[config.mk]
export PLATFORM = sky130hd
export DESIGN_NAME = bist_fail_logger
export DESIGN_NICKNAME = d
export VERILOG_FILES = /design/src/rtl/bist_fail_logger.sv
export SDC_FILE = /design/constraint.sdc
export NUM_CORES = 1
export LEC_CHECK = 0
export ABC_AREA = 1
export CAP_MARGIN = 10
export CORE_ASPECT_RATIO = 1.2
export CORE_MARGIN = 2
export CORE_UTILIZATION = 47
export DETAILED_ROUTE_END_ITERATION = 12
export GPL_TIMING_DRIVEN = 0
export PLACE_DENSITY = 0.84
export SLEW_MARGIN = 20
export SYNTH_ARGS = -nofsm -noshare
export SYNTH_HDL_FRONTEND = slang
export SYNTH_SLANG_ARGS = --single-unit
[constraint.sdc]
create_clock -name clk -period 2.1 [get_ports clk]
set_input_delay 0.21 -clock clk [delete_from_list [all_inputs] [get_ports clk]]
set_output_delay 0.21 -clock clk [all_outputs]
set_load 0.01 [all_outputs]
[src/rtl/bist_fail_logger.sv]
// bist_fail_logger
// Capture stage behind the memory BIST comparator. Each enabled compare is
// checked against the expected pattern. The block keeps a sticky fail flag, a
// saturating failure count and an end-of-test verdict. The first DEPTH failing
// events are kept in a first-word-fall-through log that the host drains with
// rd_req.
//
// Ports
//   clk, reset      clock; synchronous active-high reset
//   clear           synchronous start-of-run clear of log and status state
//   cmp_valid       compare strobe for cmp_addr/cmp_elem/mem_data/exp_data
//   cmp_addr        address of the compared word
//   cmp_elem        March element code for this read
//   mem_data        memory read data
//   exp_data        expected pattern
//   bist_done       one-cycle end-of-test pulse
//   rd_req          pop request for the head log entry
//   log_valid       head entry valid (log non-empty)
//   log_addr        head entry address
//   log_elem        head entry element code
//   log_syndrome    head entry mem_data ^ exp_data
//   log_count       number of entries held, 0..DEPTH
//   fail_any        sticky: at least one mismatch seen
//   fail_count      saturating mismatch count
//   overflow        sticky: a mismatch was dropped because the log was full
//   result_valid    sticky: bist_done seen
//   result_pass     verdict, valid with result_valid
module bist_fail_logger #(
  parameter int ADDR_W = 5,
  parameter int DATA_W = 8,
  parameter int ELEM_W = 4,
  parameter int DEPTH  = 4,
  parameter int CNT_W  = 8
) (
  input  logic                       clk,
  input  logic                       reset,
  input  logic                       clear,
  input  logic                       cmp_valid,
  input  logic [ADDR_W-1:0]          cmp_addr,
  input  logic [ELEM_W-1:0]          cmp_elem,
  input  logic [DATA_W-1:0]          mem_data,
  input  logic [DATA_W-1:0]          exp_data,
  input  logic                       bist_done,
  input  logic                       rd_req,
  output logic                       log_valid,
  output logic [ADDR_W-1:0]          log_addr,
  output logic [ELEM_W-1:0]          log_elem,
  output logic [DATA_W-1:0]          log_syndrome,
  output logic [$clog2(DEPTH):0]     log_count,
  output logic                       fail_any,
  output logic [CNT_W-1:0]           fail_count,
  output logic                       overflow,
  output logic                       result_valid,
  output logic                       result_pass
);

  localparam int PTR_W = $clog2(DEPTH);
  localparam int LC_W  = PTR_W + 1;

  // Log storage; deliberately not reset, pointers and count define validity.
  logic [ADDR_W-1:0] addr_mem [DEPTH];
  logic [ELEM_W-1:0] elem_mem [DEPTH];
  logic [DATA_W-1:0] syn_mem  [DEPTH];

  logic [PTR_W-1:0]  wr_ptr;
  logic [PTR_W-1:0]  rd_ptr;

  logic              mismatch;
  logic [DATA_W-1:0] syndrome;
  logic              log_full;
  logic              log_empty;
  logic              do_pop;
  logic              do_push;
  logic              do_drop;

  always_comb begin
    syndrome  = mem_data ^ exp_data;
    mismatch  = cmp_valid && (mem_data != exp_data);
    log_full  = (log_count == LC_W'(DEPTH));
    log_empty = (log_count == '0);
    do_pop    = rd_req && !log_empty;
    // A pop in the same cycle frees the slot a full log would otherwise lack.
    do_push   = mismatch && (!log_full || do_pop);
    do_drop   = mismatch && log_full && !do_pop;
  end

  // Storage write; events on reset/clear cycles are discarded.
  always_ff @(posedge clk) begin
    if (!reset && !clear && do_push) begin
      addr_mem[wr_ptr] <= cmp_addr;
      elem_mem[wr_ptr] <= cmp_elem;
      syn_mem[wr_ptr]  <= syndrome;
    end
  end

  // Pointers and occupancy.
  always_ff @(posedge clk) begin
    if (reset || clear) begin
      wr_ptr    <= '0;
      rd_ptr    <= '0;
      log_count <= '0;
    end else begin
      if (do_push) wr_ptr <= wr_ptr + PTR_W'(1);
      if (do_pop)  rd_ptr <= rd_ptr + PTR_W'(1);
      case ({do_push, do_pop})
        2'b10:   log_count <= log_count + LC_W'(1);
        2'b01:   log_count <= log_count - LC_W'(1);
        default: log_count <= log_count;
      endcase
    end
  end

  // Status and verdict.
  always_ff @(posedge clk) begin
    if (reset || clear) begin
      fail_any     <= 1'b0;
      fail_count   <= '0;
      overflow     <= 1'b0;
      result_valid <= 1'b0;
      result_pass  <= 1'b0;
    end else begin
      if (mismatch) begin
        fail_any <= 1'b1;
        if (fail_count != '1) fail_count <= fail_count + CNT_W'(1);
      end
      if (do_drop) overflow <= 1'b1;
      // Verdict is taken once per run; a coincident mismatch counts as a fail.
      if (bist_done && !result_valid) begin
        result_valid <= 1'b1;
        result_pass  <= !(fail_any || mismatch);
      end
    end
  end

  // First-word fall-through head.
  always_comb begin
    log_valid    = !log_empty;
    log_addr     = addr_mem[rd_ptr];
    log_elem     = elem_mem[rd_ptr];
    log_syndrome = syn_mem[rd_ptr];
  end

endmodule

# == Word level (Yosys, flattened, before mapping) ==
# Memories as Yosys holds them, arrays and structs flattened. A register that Yosys moved wholly into a read port is not among the register bits.
# Cells that the tools add are included.
# word_totals
ram_bits,68
out_inout_bits,33
n_memories,3
ff_bits,19
# mem_list
memory,words,width,read_ports,rd_clocked_by_memory_dff,wr,line_no,source
syn_mem,4,8,1,1,1,63,logic [DATA_W-1:0] syn_mem [DEPTH];
addr_mem,4,5,1,1,1,61,logic [ADDR_W-1:0] addr_mem [DEPTH];
elem_mem,4,4,1,1,1,62,logic [ELEM_W-1:0] elem_mem [DEPTH];
# op_classes
n_bitwise,1
reduce_logical,21
mux,9
eq_ne,5
addsub,5
# ops
cell,count
$mux 2,6
$add 8x1->8 const B,1
$logic_and 1x1->1,8
$ne 8x8->1,1
$ne 8x8->1 const B,1
$xor 8x8->8,1
$logic_not 1->1,7
$pmux 3 s2,1
$add 2x1->2 const B,2
$add 3x1->3 const B,1
$eq 3x3->1 const B,1
$logic_not 3->1,1
$logic_or 1x1->1,3
$sub 3x1->3 const B,1
$eq 2x1->1 const B,1
$eq 2x2->1 const B,1
$mux 1,2
$reduce_and 2->1,1
$reduce_bool 2->1,1

# == Longest topological paths before layout ==
# depth
depth_word,8
depth_mapped,14

# == Worst setup path after synthesis ==
# No wires, ideal clock.
# synth_path
path_kind,register to register
start,register log_count[0]
end,memory addr_mem[0][0] (enable)
path_slack_ns,0.026
stages_incl_launch_ff,7
arrival_time_ns,1.684
setup_time_ns,0.391
cell_sequence,dfxtp_1 > nor2_2 > nand2_1 > nand2_2 > nand3_1 > nand3_1 > nor2_1
# synth_between
elab_chain_cells,8
elab_cells_between_ends,10
classes_between,eq/ne (1); mux (2); reduce/logical (7)
# synth_lines
item,line_no,source
start: declaration,49,"output logic [$clog2(DEPTH):0] log_count,"
start signal: assignment,106,2'b10: log_count <= log_count + LC_W'(1);
start signal: assignment,107,2'b01: log_count <= log_count - LC_W'(1);
start signal: assignment,108,default: log_count <= log_count;
$logic_not 3->1,80,log_empty = (log_count == '0);
$logic_not 1->1,n/a,
net log_valid,45,"output logic log_valid,"
$logic_and 1x1->1,81,do_pop = rd_req && !log_empty;
$logic_or 1x1->1,83,do_push = mismatch && (!log_full || do_pop);
$logic_and 1x1->1,83,
$logic_and 1x1->1,89,if (!reset && !clear && do_push) begin
$mux 1,89,
$mux 1 (implied by the code),90,addr_mem[wr_ptr] <= cmp_addr;
end: declaration,61,
# The timed path passes the listed nets, and every way through them passes these cells.

==> results list <==
- The synthesized design contains 89 register bits.
- In the post-synthesis netlist, the biggest area contributors are edfxtp_1 55%, dfxtp_1 11%, o21ai_0 5.5%.
* Number of buffers created by CTS: 9
- Share of cells above drive strength 1: 11.8%
- Total DRC errors in the routed layout: 0
* Capturing element type of the critical path: output pin
- Die area: 0.00864 mm2
* Area added between synthesis and finish: 30.1%
- The floorplan has 35 rows.
- CTS H-tree depth: 3
* Total routing resource utilization after global routing: 20.3%
- Main synth FF type: edfxtp_1
- Headroom to the max-slew limit: 72.4%
- After clock tree synthesis, the clock-pin slew on the worst setup and hold paths is 0.08 ns.
- The number of antenna violations at the first check in global routing was 0.
- Final Routed Wirelength: 8440 um
* Sum Neg Setup Slack: 0 ns
- Number of synthesized flops with an enable pin: 68
- CP arrival: roughly 1.9 ns
- Placer congestion estimate: 0.800
* FF+latch area: ~0.0025 mm2
* Largest area contributor in the netlist: edfxtp_1
- Placement Cell Area: between 0.004 and 0.005 mm2
- Summing every instance area after synthesis gives 0.00372 mm2.
- Nature of the critical path startpoint: register
- Run status: finished clean
- For this configuration, the core starts out at a cell density of 48.5%.
- Ports: 64
- Global route overflow: 0
- Synthesis instantiated 28 different standard cells from the library.
* Die outline width: 85.2 um
- The core region is 0.00766 mm2.
- Clock net sink count: 89
- Detailed placement finished with a half-perimeter wire length of 5800 um.
- The tool flagged a number of max-cap violations equal to 0.
- Final setup fails: 0
- Static Leakage: 0.00184 uW
- For this run, asynchronously set or reset flops after synthesis account for 0%.
- TritonCTS built the clock tree.
* Via count: 2,823
* Reg-to-reg critical path startpoint: log_count[0]$_SDFFE_PP0P_
- The multi-input combinational cells in the finished layout cover a total of roughly 0.0011 mm2.
* Initial DRC Count: 199
- Tmin final: between 2 and 2.5 ns
* Count of endpoints failing hold in the final timing report: 0
* Power Dens Cells: between 700 and 800 mW/mm2
* Global-route wire length before repair: ~13,000 um
- Setup repair after global routing could not meet its margin everywhere.
- Entering global routing, the biggest net connects 16 pins.
- Derived from the worst setup path, the maximum achievable clock frequency is 485 MHz.
- Clk Latency, worst-skew pair: 0.36 ns
- Maximum fanout along the worst path: 10
- Between clock sinks in the finished design, the worst skew comes to around 0.0079 ns.
* Sequential fraction of the synthesis area: 66.2%
- Fin area: between 0.004 and 0.005 mm2
* Via count of the first global-routing pass: approximately 2,800
- # hold bufs at CTS: 0
- VDD sags by at most 0.405 mV.
* IO buf count: 63
* Die Y: 101 um
* Share of the synthesized area in the top cell type: 54.9%
- In the routed layout, each cell is associated on average with a via count of between 5 and 6.
- Once detail routing completed, the nets flagged for antenna violations numbered 0.
* Util after Layout: 63.1%
* Avg Synthesized Cell Area: 10.5 um2
- Number of nets in the layout: approximately 470
- At the pin with the least slew margin, the transition time is about 0.41 ns.
- Cell count after synthesis: 353
* N_diodes: 0
- The number of max-slew violations in the final report is 0.
- Class of the tightest hold or removal check: in -> reg
- The pre-antenna-repair detailed-routing pass consisted of 4 iterations.
* Ratio of final minimum period to clock period: 98.2%
* Routed wirelength normalized by instance count: 15.9 um
* Cell at the root of the clock tree: clkbuf_8
- Category of the critical setup timing path: reg -> out
* Maximum count of clock buffers along a single path: 2
- Counting every net in the synthesized netlist gives 390.
- After filler insertion, the fill cell instance count of the layout stands at about 600.
- Required time reported for the critical path endpoint: 1.89 ns
- The startpoint identified for the worst hold timing path is bist_done.
- Yosys Warn Count: 0
cells in the final DEF (no fill, tap or decap), types with 2 or more instances in the layout:
master / Yosys / routed
edfxtp_1: 68 / 68
clkdlybuf4s50_1: 0 / 56
nand2_1: 49 / 49
nor2_1: 50 / 46
inv_1: 44 / 42
o21ai_0: 41 / 41
dfxtp_1: 21 / 19
o22ai_1: 17 / 17
a21oi_1: 13 / 13
clkbuf_8: 0 / 11
nand3_1: 12 / 11
dlygate4sd2_1: 0 / 6
buf_4: 0 / 5
clkbuf_4: 0 / 5
buf_6: 1 / 5
nor2_4: 1 / 5
ha_1: 5 / 5
nand4_1: 4 / 4
inv_2: 1 / 3
nor2_2: 2 / 2
nand2_2: 2 / 2
a31oi_1: 2 / 2
xnor2_1: 2 / 2
nor3_1: 2 / 2
dfxtp_4: 0 / 2
clkinv_2: 0 / 2
clkinv_4: 0 / 2
worst paths after layout:
kind                               end  slack, ns  cells after the start
min reg2reg                   register       0.48                      2
max reg2reg  log_count[2]$_SDFFE_PP0P_       0.37                     10
max                        log_elem[3]       0.04                      5
min          result_valid$_SDFFE_PP0P_       0.46                      3
power breakdown:
group | switching [uW] | leakage, uW | total, uW | internal (uW)
Clock | 616 | 0.000101 | 1170 | 550
Combinational | 157 | 0.000952 | 298 | 141
Sequential | 15.2 | 0.000785 | 1930 | 1920
logic make-up (layout without fill, tap and decap cells):
group                      after synthesis  after routing  synth area share (%)
buffers and inverters                   56            143                  5.89
and+or+nand+nor                        124            124                  14.1
AOI/OAI and AO/OA                       75             75                  10.9
xor gates and xnor gates                 3              3                 0.706
DFF                                     89             89                  66.2
adders and majority gates                6              6                  2.22
per-layer routing:
metal	routed length [um]	up-vias	track usage, %
li1	-	1368	-
met1	3340	1355	22.8
met2	4600	88	37.7
met3	382	12	3.42
met4	121	0	8.55
met5	0	-	0
critical path, cell delays in order, from the launching register on:
cell,delay (ns)
dfxtp_4,0.38
inv_2,0.11
clkbuf_4,0.22
nor2_1,0.06
o22ai_1,0.16
clkdlybuf4s50_1,0.57
through the flow:
stage	std cells	hold slack, ns	total power [uW]	setup slack, ns
floorplan	353	0.309	2100	0.0255
detailed placement	512	0.461	2270	-0.740
CTS	532	0.451	3410	0.00580
global route	532	0.481	3510	-0.0759
finish	532	0.459	3400	0.0373
global placement	508	0.448	2250	-1.14
final cells by class:
cell class                 count  area share (%)
clock buffer                   9            2.56
sequential                    89            51.0
inverter                      45            3.49
clock inverter                 7            1.45
multi-input combinational    208            22.3
buffer                        10            1.84
timing repair buffer          72            14.9
tap                           92            2.38
sequential cells by signal, indices dropped and copies added, names as in the netlist, named ones only:
name / cells
fail_any: 1
wr_ptr: 2
result_valid: 1
result_pass: 1
rd_ptr: 2
overflow: 1
elem_mem: 16
fail_count: 8
addr_mem: 20
syn_mem: 32
log_count: 3
Yosys cell counts, types with 2 or more instances:
cell type,count
a21oi_1,13
a31oi_1,2
clkbuf_1,8
dfxtp_1,21
edfxtp_1,68
ha_1,5
inv_1,44
nand2_1,49
nand2_2,2
nand3_1,12
nand4_1,4
nor2_1,50
nor2_2,2
nor3_1,2
o21ai_0,41
o22ai_1,17
xnor2_1,2
what timing repair did:
item | in CTS | in global routing
gates resized for setup | 34 | 3
setup endpoints to repair | 85 | 79
buffers inserted | 5 | 0
pin swaps | 4 | 1
Power figures use the tool's default switching activity.
